--- config.mk ---
export PLATFORM = sky130hd
export DESIGN_NAME = conv_3x3_stream_feeder
export DESIGN_NICKNAME = d
export VERILOG_FILES = /design/src/rtl/conv_3x3_stream_feeder_pkg.sv /design/src/rtl/conv_3x3_stream_feeder_outreg.sv /design/src/rtl/conv_3x3_stream_feeder.sv
export SDC_FILE = /design/constraint.sdc
export NUM_CORES = 1
export LEC_CHECK = 0
export CAP_MARGIN = 15
export CORE_UTILIZATION = 45
export DETAILED_ROUTE_END_ITERATION = 8
export PLACE_DENSITY_LB_ADDON = 0.1
export SLEW_MARGIN = 10
export SYNTH_ARGS = -nofsm -noshare
export SYNTH_HDL_FRONTEND = slang
export SYNTH_SLANG_ARGS = --single-unit
--- constraint.sdc ---
create_clock -name clk_i -period 4.53 [get_ports clk_i]
set_clock_uncertainty 0.1 [all_clocks]
set_input_delay 0.906 -clock clk_i [delete_from_list [all_inputs] [get_ports clk_i]]
set_output_delay 0.906 -clock clk_i [all_outputs]
set_load 0.02 [all_outputs]
--- src/rtl/conv_3x3_stream_feeder_pkg.sv ---
// Shared definitions for the 3x3 conv stream feeder.
//   - KernelSize   : weights per (co, ci) pair, fixed at 9
//   - DrainLast    : index of the DRAIN cycle that pulses done
//   - feeder_state_e : FSM encoding (idle, weights, pixels, drain)
//   - clog2_min1 / image_size : width and size derivations used by the top
package conv_3x3_stream_feeder_pkg;

    localparam int unsigned KernelSize = 9;
    localparam int unsigned KCntW      = 4;
    // Two cycles for in-flight reads to emit, done on the third DRAIN cycle.
    localparam logic [1:0]  DrainLast  = 2'd2;

    typedef enum logic [1:0] {
        StIdle,
        StWeights,
        StPixels,
        StDrain
    } feeder_state_e;

    // Counters and addresses need at least one bit even for a range of one.
    function automatic int unsigned clog2_min1(input int unsigned v);
        return (v <= 1) ? 1 : $clog2(v);
    endfunction

    function automatic int unsigned image_size(input int unsigned w, input int unsigned h);
        return w * h;
    endfunction

endpackage

--- src/rtl/conv_3x3_stream_feeder_outreg.sv ---
// Output stage of one feeder stream.
//   clk_i, rst_ni : clock, asynchronous active-low reset
//   rd_en_i       : RAM read strobe issued this cycle
//   rd_data_i     : RAM read data, valid the cycle after rd_en_i
//   valid_o       : rd_en_i delayed by two cycles
//   data_o        : rd_data_i registered once; holds while valid_o is low
module conv_3x3_stream_feeder_outreg #(
    parameter int unsigned DATA_WIDTH = 32
) (
    input  logic                  clk_i,
    input  logic                  rst_ni,
    input  logic                  rd_en_i,
    input  logic [DATA_WIDTH-1:0] rd_data_i,
    output logic                  valid_o,
    output logic [DATA_WIDTH-1:0] data_o
);

    logic                  rd_en_q;
    logic                  valid_q;
    logic [DATA_WIDTH-1:0] data_q;

    always_ff @(posedge clk_i or negedge rst_ni) begin
        if (!rst_ni) begin
            rd_en_q <= 1'b0;
            valid_q <= 1'b0;
            data_q  <= '0;
        end else begin
            rd_en_q <= rd_en_i;
            valid_q <= rd_en_q;
            // rd_en_q marks the cycle in which the RAM presents the word.
            if (rd_en_q) begin
                data_q <= rd_data_i;
            end
        end
    end

    assign valid_o = valid_q;
    assign data_o  = data_q;

endmodule

--- src/rtl/conv_3x3_stream_feeder.sv ---
// Reads kernel weights and feature-map planes from layer RAMs and emits them as the
// weight and pixel streams of the 3x3 conv top: per (co, ci) pair, 9 weights then
// the full plane in raster order.
//   clk_i, rst_ni       : clock, asynchronous active-low reset
//   start_i             : one-cycle request to stream a whole layer (ignored while busy)
//   hold_i              : pause; no new RAM reads while high
//   fm_rd_*             : feature-map RAM port, addr = ci*IMAGE_SIZE + pix
//   wt_rd_*             : weight RAM port, addr = (co*CHANNEL_NUM_IN + ci)*9 + k
//   pxl_o / valid_o     : pixel stream
//   weight_o / valid_weight_o : weight stream
//   busy_o, done_o      : layer in progress, one-cycle completion pulse
module conv_3x3_stream_feeder
    import conv_3x3_stream_feeder_pkg::*;
#(
    parameter int unsigned DATA_WIDTH      = 32,
    parameter int unsigned IMAGE_WIDTH     = 16,
    parameter int unsigned IMAGE_HEIGHT    = 16,
    parameter int unsigned CHANNEL_NUM_IN  = 256,
    parameter int unsigned CHANNEL_NUM_OUT = 256,
    localparam int unsigned ImageSize = image_size(IMAGE_WIDTH, IMAGE_HEIGHT),
    localparam int unsigned FmAw = clog2_min1(CHANNEL_NUM_IN * ImageSize),
    localparam int unsigned WtAw = clog2_min1(CHANNEL_NUM_OUT * CHANNEL_NUM_IN * KernelSize)
) (
    input  logic                  clk_i,
    input  logic                  rst_ni,
    input  logic                  start_i,
    input  logic                  hold_i,
    output logic                  fm_rd_en_o,
    output logic [FmAw-1:0]       fm_rd_addr_o,
    input  logic [DATA_WIDTH-1:0] fm_rd_data_i,
    output logic                  wt_rd_en_o,
    output logic [WtAw-1:0]       wt_rd_addr_o,
    input  logic [DATA_WIDTH-1:0] wt_rd_data_i,
    output logic [DATA_WIDTH-1:0] pxl_o,
    output logic                  valid_o,
    output logic [DATA_WIDTH-1:0] weight_o,
    output logic                  valid_weight_o,
    output logic                  busy_o,
    output logic                  done_o
);

    localparam int unsigned PixW = clog2_min1(ImageSize);
    localparam int unsigned CiW  = clog2_min1(CHANNEL_NUM_IN);
    localparam int unsigned CoW  = clog2_min1(CHANNEL_NUM_OUT);

    localparam logic [KCntW-1:0] KLast   = KCntW'(KernelSize - 1);
    localparam logic [PixW-1:0]  PixLast = PixW'(ImageSize - 1);
    localparam logic [CiW-1:0]   CiLast  = CiW'(CHANNEL_NUM_IN - 1);
    localparam logic [CoW-1:0]   CoLast  = CoW'(CHANNEL_NUM_OUT - 1);

    feeder_state_e    state_q, state_d;
    logic [KCntW-1:0] k_q, k_d;
    logic [PixW-1:0]  pix_q, pix_d;
    logic [CiW-1:0]   ci_q, ci_d;
    logic [CoW-1:0]   co_q, co_d;
    logic [1:0]       drain_q, drain_d;

    // State and counter registers.
    always_ff @(posedge clk_i or negedge rst_ni) begin
        if (!rst_ni) begin
            state_q <= StIdle;
            k_q     <= '0;
            pix_q   <= '0;
            ci_q    <= '0;
            co_q    <= '0;
            drain_q <= '0;
        end else begin
            state_q <= state_d;
            k_q     <= k_d;
            pix_q   <= pix_d;
            ci_q    <= ci_d;
            co_q    <= co_d;
            drain_q <= drain_d;
        end
    end

    // Next state; hold freezes the read-issuing states only.
    always_comb begin
        state_d = state_q;
        k_d     = k_q;
        pix_d   = pix_q;
        ci_d    = ci_q;
        co_d    = co_q;
        drain_d = drain_q;
        case (state_q)
            StIdle: begin
                if (start_i) begin
                    state_d = StWeights;
                    k_d     = '0;
                    pix_d   = '0;
                    ci_d    = '0;
                    co_d    = '0;
                    drain_d = '0;
                end
            end
            StWeights: begin
                if (!hold_i) begin
                    if (k_q == KLast) begin
                        k_d     = '0;
                        state_d = StPixels;
                    end else begin
                        k_d = k_q + KCntW'(1);
                    end
                end
            end
            StPixels: begin
                if (!hold_i) begin
                    if (pix_q == PixLast) begin
                        pix_d   = '0;
                        state_d = StWeights;
                        if (ci_q != CiLast) begin
                            ci_d = ci_q + CiW'(1);
                        end else begin
                            ci_d = '0;
                            if (co_q != CoLast) begin
                                co_d = co_q + CoW'(1);
                            end else begin
                                co_d    = '0;
                                state_d = StDrain;
                            end
                        end
                    end else begin
                        pix_d = pix_q + PixW'(1);
                    end
                end
            end
            StDrain: begin
                if (drain_q == DrainLast) begin
                    drain_d = '0;
                    state_d = StIdle;
                end else begin
                    drain_d = drain_q + 2'd1;
                end
            end
            default: state_d = StIdle;
        endcase
    end

    // Outputs decoded from state and counters.
    always_comb begin
        wt_rd_en_o   = (state_q == StWeights) && !hold_i;
        fm_rd_en_o   = (state_q == StPixels) && !hold_i;
        busy_o       = (state_q != StIdle);
        done_o       = (state_q == StDrain) && (drain_q == DrainLast);
        fm_rd_addr_o = FmAw'(ci_q) * FmAw'(ImageSize) + FmAw'(pix_q);
        wt_rd_addr_o = (WtAw'(co_q) * WtAw'(CHANNEL_NUM_IN) + WtAw'(ci_q)) * WtAw'(KernelSize)
                       + WtAw'(k_q);
    end

    conv_3x3_stream_feeder_outreg #(
        .DATA_WIDTH(DATA_WIDTH)
    ) u_wt_outreg (
        .clk_i     (clk_i),
        .rst_ni    (rst_ni),
        .rd_en_i   (wt_rd_en_o),
        .rd_data_i (wt_rd_data_i),
        .valid_o   (valid_weight_o),
        .data_o    (weight_o)
    );

    conv_3x3_stream_feeder_outreg #(
        .DATA_WIDTH(DATA_WIDTH)
    ) u_fm_outreg (
        .clk_i     (clk_i),
        .rst_ni    (rst_ni),
        .rd_en_i   (fm_rd_en_o),
        .rd_data_i (fm_rd_data_i),
        .valid_o   (valid_o),
        .data_o    (pxl_o)
    );

endmodule

==> metrics.cfg <==
[power_and_ir_drop]
clockPowerShare = 0.185
seqPwrFrac = 0.337
leakagePower_nw = 3.58
pwr-share-comb = 0.478
p_int_mw = 2.81
switching_power_mw = 1.55
swShare = 0.356
powerDensity_nw_per_um2 = 564
ir_worst_vdd_uv = 374

[place]
gp_congestion = 0.814
port_buffers = 173
hpwl_um = 9710

[synth]
async_reset_ff_frac = 1.00
syn_inst = 499
yosysTopAreaCell = dfrtp_1
yosysSeqAreaShare = 0.457
syn_avg_cell_area_um2 = 11.0
yosysWarnings = 0
synth.net_count = 620
synth_area_leaders = dfrtp_1 (46%), mux2_2 (14%), ha_1 (12%)
yosysUniqueCellTypes = 48
synth_edf_count = 0
synth_seq_cells = 100
ys.flop_type = dfrtp_1
yosysTopAreaCellShare = 0.457
netlist_area_um2 = 5480

[die]
initial_core_util = 0.471
die_area_um2 = 12600
io_pins = 174
die_y_um = 112
die_x_um = 112
core-area_um2 = 11600
num_rows = 39

[status]
outcome = finished, violations left
violations = design-rule violations

[cts]
cts.sinks = 100
cts_tree = yes
clk_pin_slew_worst_paths_ns = 0.06
clock_path_buffers = 2
cts_buffers = 9
holdBufCountCts = 0
htree_levels = 3
clk_latency_ns = 0.33
cts_root_buffer = clkbuf_16

[run]
cap_violations = 0

[critical_path]
endpoint_kind = primary output
cpMostUsedCell = ha_1
cp_slowest_cell = dfrtp_1
startpoint_type = flop
cp_num_buf_inv = 1
critPathArrivalTime_ns = 3.29
worst-path-stages = 10
crit_fanout = 8
critical_path.max_stage_delay_ns = 0.47
criticalPathCategory = flop to primary output
rr_worst_depth = 7
critPathRequiredTime_ns = 3.52
crit_chain = ha_1, ha_1, ha_1, nand3_1, nor2_1, or3_1, a21oi_1, o21ai_0, or3_1, dlygate4sd2_1
path_delay_family = adder cells

[global_route]
grt_max_degree = 68
track_usage = 0.210
grt_pass1_vias = 4408
overflow = 0
grt_pass1_wl_um = 21200
antenna_found_initial = 0

[timing]
rsz0062_at_grt = no
relSlewSlack = 0.428
fin_crit_sh = 0.948
tightest_slew_ns = 0.858
timing.hold.ws_ns = 0.406
setup_viol = 0
setup_tns_ns = 0
hold_violations = 0
drv_slew = 0
layout_min_cycle_time_ns = 4.30
fmax_mhz = 233

[cells_and_area]
final_cell_mix = clkdlybuf4s50_1 (164), dfrtp_1 (100), mux2_2 (66), ha_1 (51), nand2_1 (40)
drive_gt1_frac = 0.155
nets = 794
layout_commonest_cell = clkdlybuf4s50_1
num_antenna_cells = 0
areaGrowthSynthToFinish_pct = 41.4

[drt]
dr.pass1.iters = 9
drc_errors = 10
drt_first_iter_violations = 236
postRouteAntennaNets = 0
routed_wl_um = 12800
wl_per_cell_um = 15.6
num_vias = 4444
viasPerCell = 5.41

[worst_hold_path]
hold_path_class = flop to flop
holdPathStages = 1

==> synth_stat cells (all sizes together) (11+ instances only) <==
master and n:
dfrtp 100, mux2 66, ha 52, nand2 40, o21ai 40, nor2 27
a21oi 25, inv 12, nand2b 12, nand3 12, xnor2 11
==> power groups by stage <==
| stage | Combinational [mW] | Sequential (mW) | Clock (mW) |
|---|---|---|---|
| global route | 2.22 | 1.53 | 0.865 |
| floorplan | 0.778 | 1.82 | 0 |
| global placement | 2.07 | 1.46 | 0 |
| CTS | 2.11 | 1.48 | 0.827 |
| detailed placement | 2.10 | 1.49 | 0 |
| finish | 2.08 | 1.47 | 0.807 |
==> registers in the layout, summed over array words and instances, names as in the netlist <==
signal               cells
state_q                  2
u_wt_outreg.data_o      32
pix_q                    8
k_q                      4
u_wt_outreg.valid_o      1
u_fm_outreg.data_o      32
u_fm_outreg.valid_o      1
u_fm_outreg.rd_en_q      1
ci_q                     8
co_q                     8
drain_q                  2
u_wt_outreg.rd_en_q      1
==> worst paths after layout <==
kind / slack, ns / start / to
worst max-delay path: 0.23 / co_q[6]$_DFFE_PN0P_ / wt_rd_addr_o[18]
worst min-delay path: 0.41 / u_fm_outreg.data_o[4]$_DFFE_PN0P_ / u_fm_outreg.data_o[4]$_DFFE_PN0P_
worst max register to register: 2.23 / ci_q[0]$_DFFE_PN0P_ / co_q[5]$_DFFE_PN0P_
worst min register to register: 0.41 / u_fm_outreg.data_o[4]$_DFFE_PN0P_ / u_fm_outreg.data_o[4]$_DFFE_PN0P_
max in group asynchronous: 2.82 / rst_ni / u_fm_outreg.data_o[18]$_DFFE_PN0P_
min in group asynchronous: 0.56 / rst_ni / co_q[7]$_DFFE_PN0P_
==> per-stage QoR <==
step | area [um^2] | setup WS (ns) | std cells | power, mW | util
after global routing | 7740 | 0.0211 | 821 | 4.62 | 0.667
after detailed placement | 7360 | 0.240 | 804 | 3.59 | 0.634
final | 7740 | 0.234 | 821 | 4.36 | 0.667
after CTS | 7690 | 0.00863 | 820 | 4.41 | 0.662
after global placement | 7360 | 0.330 | 804 | 3.53 | 0.634
after floorplan | 5480 | 0.641 | 499 | 2.60 | -
==> per-layer routing <==
layer | routed length, um | global-route usage | share of wire | vias up
li1 | - | - | - | 2154
met2 | 6580 | 0.367 | 0.51 | 130
met5 | 0 | 0 | 0 | -
met3 | 777 | 0.0583 | 0.061 | 10
met4 | 131 | 0.0507 | 0.010 | 0
met1 | 5350 | 0.257 | 0.42 | 2150
==> repair_timing <==
item / in CTS / in global routing
buffers inserted: 0 / 1
resized for setup: 5 / 13
endpoints found under the setup margin: 4 / 9
pin swaps: 0 / 2
==> cells by family (layout without fill, tap and decap cells) <==
group / after synthesis / after routing / share of synthesized area
mux: 70 / 70 / 0.143
compound gates: 97 / 97 / 0.105
flops: 100 / 100 / 0.457
xor+xnor: 18 / 18 / 0.0288
buf+inv: 29 / 208 / 0.0206
fa+ha+maj: 53 / 53 / 0.122
simple gates: 132 / 132 / 0.123
==> final cells by class <==
| class | count | area [um^2] |
|---|---|---|
| well taps | 143 | 179 |
| clock inverters | 4 | 72.6 |
| fillers | 917 | 3870 |
| repair buffers | 180 | 1790 |
| clock buffers | 12 | 246 |
| inverters | 12 | 45.0 |
| flip-flops and latches | 100 | 2500 |
| multi-input cells | 370 | 2900 |
No activity file was read; power rests on OpenSTA's default activity.
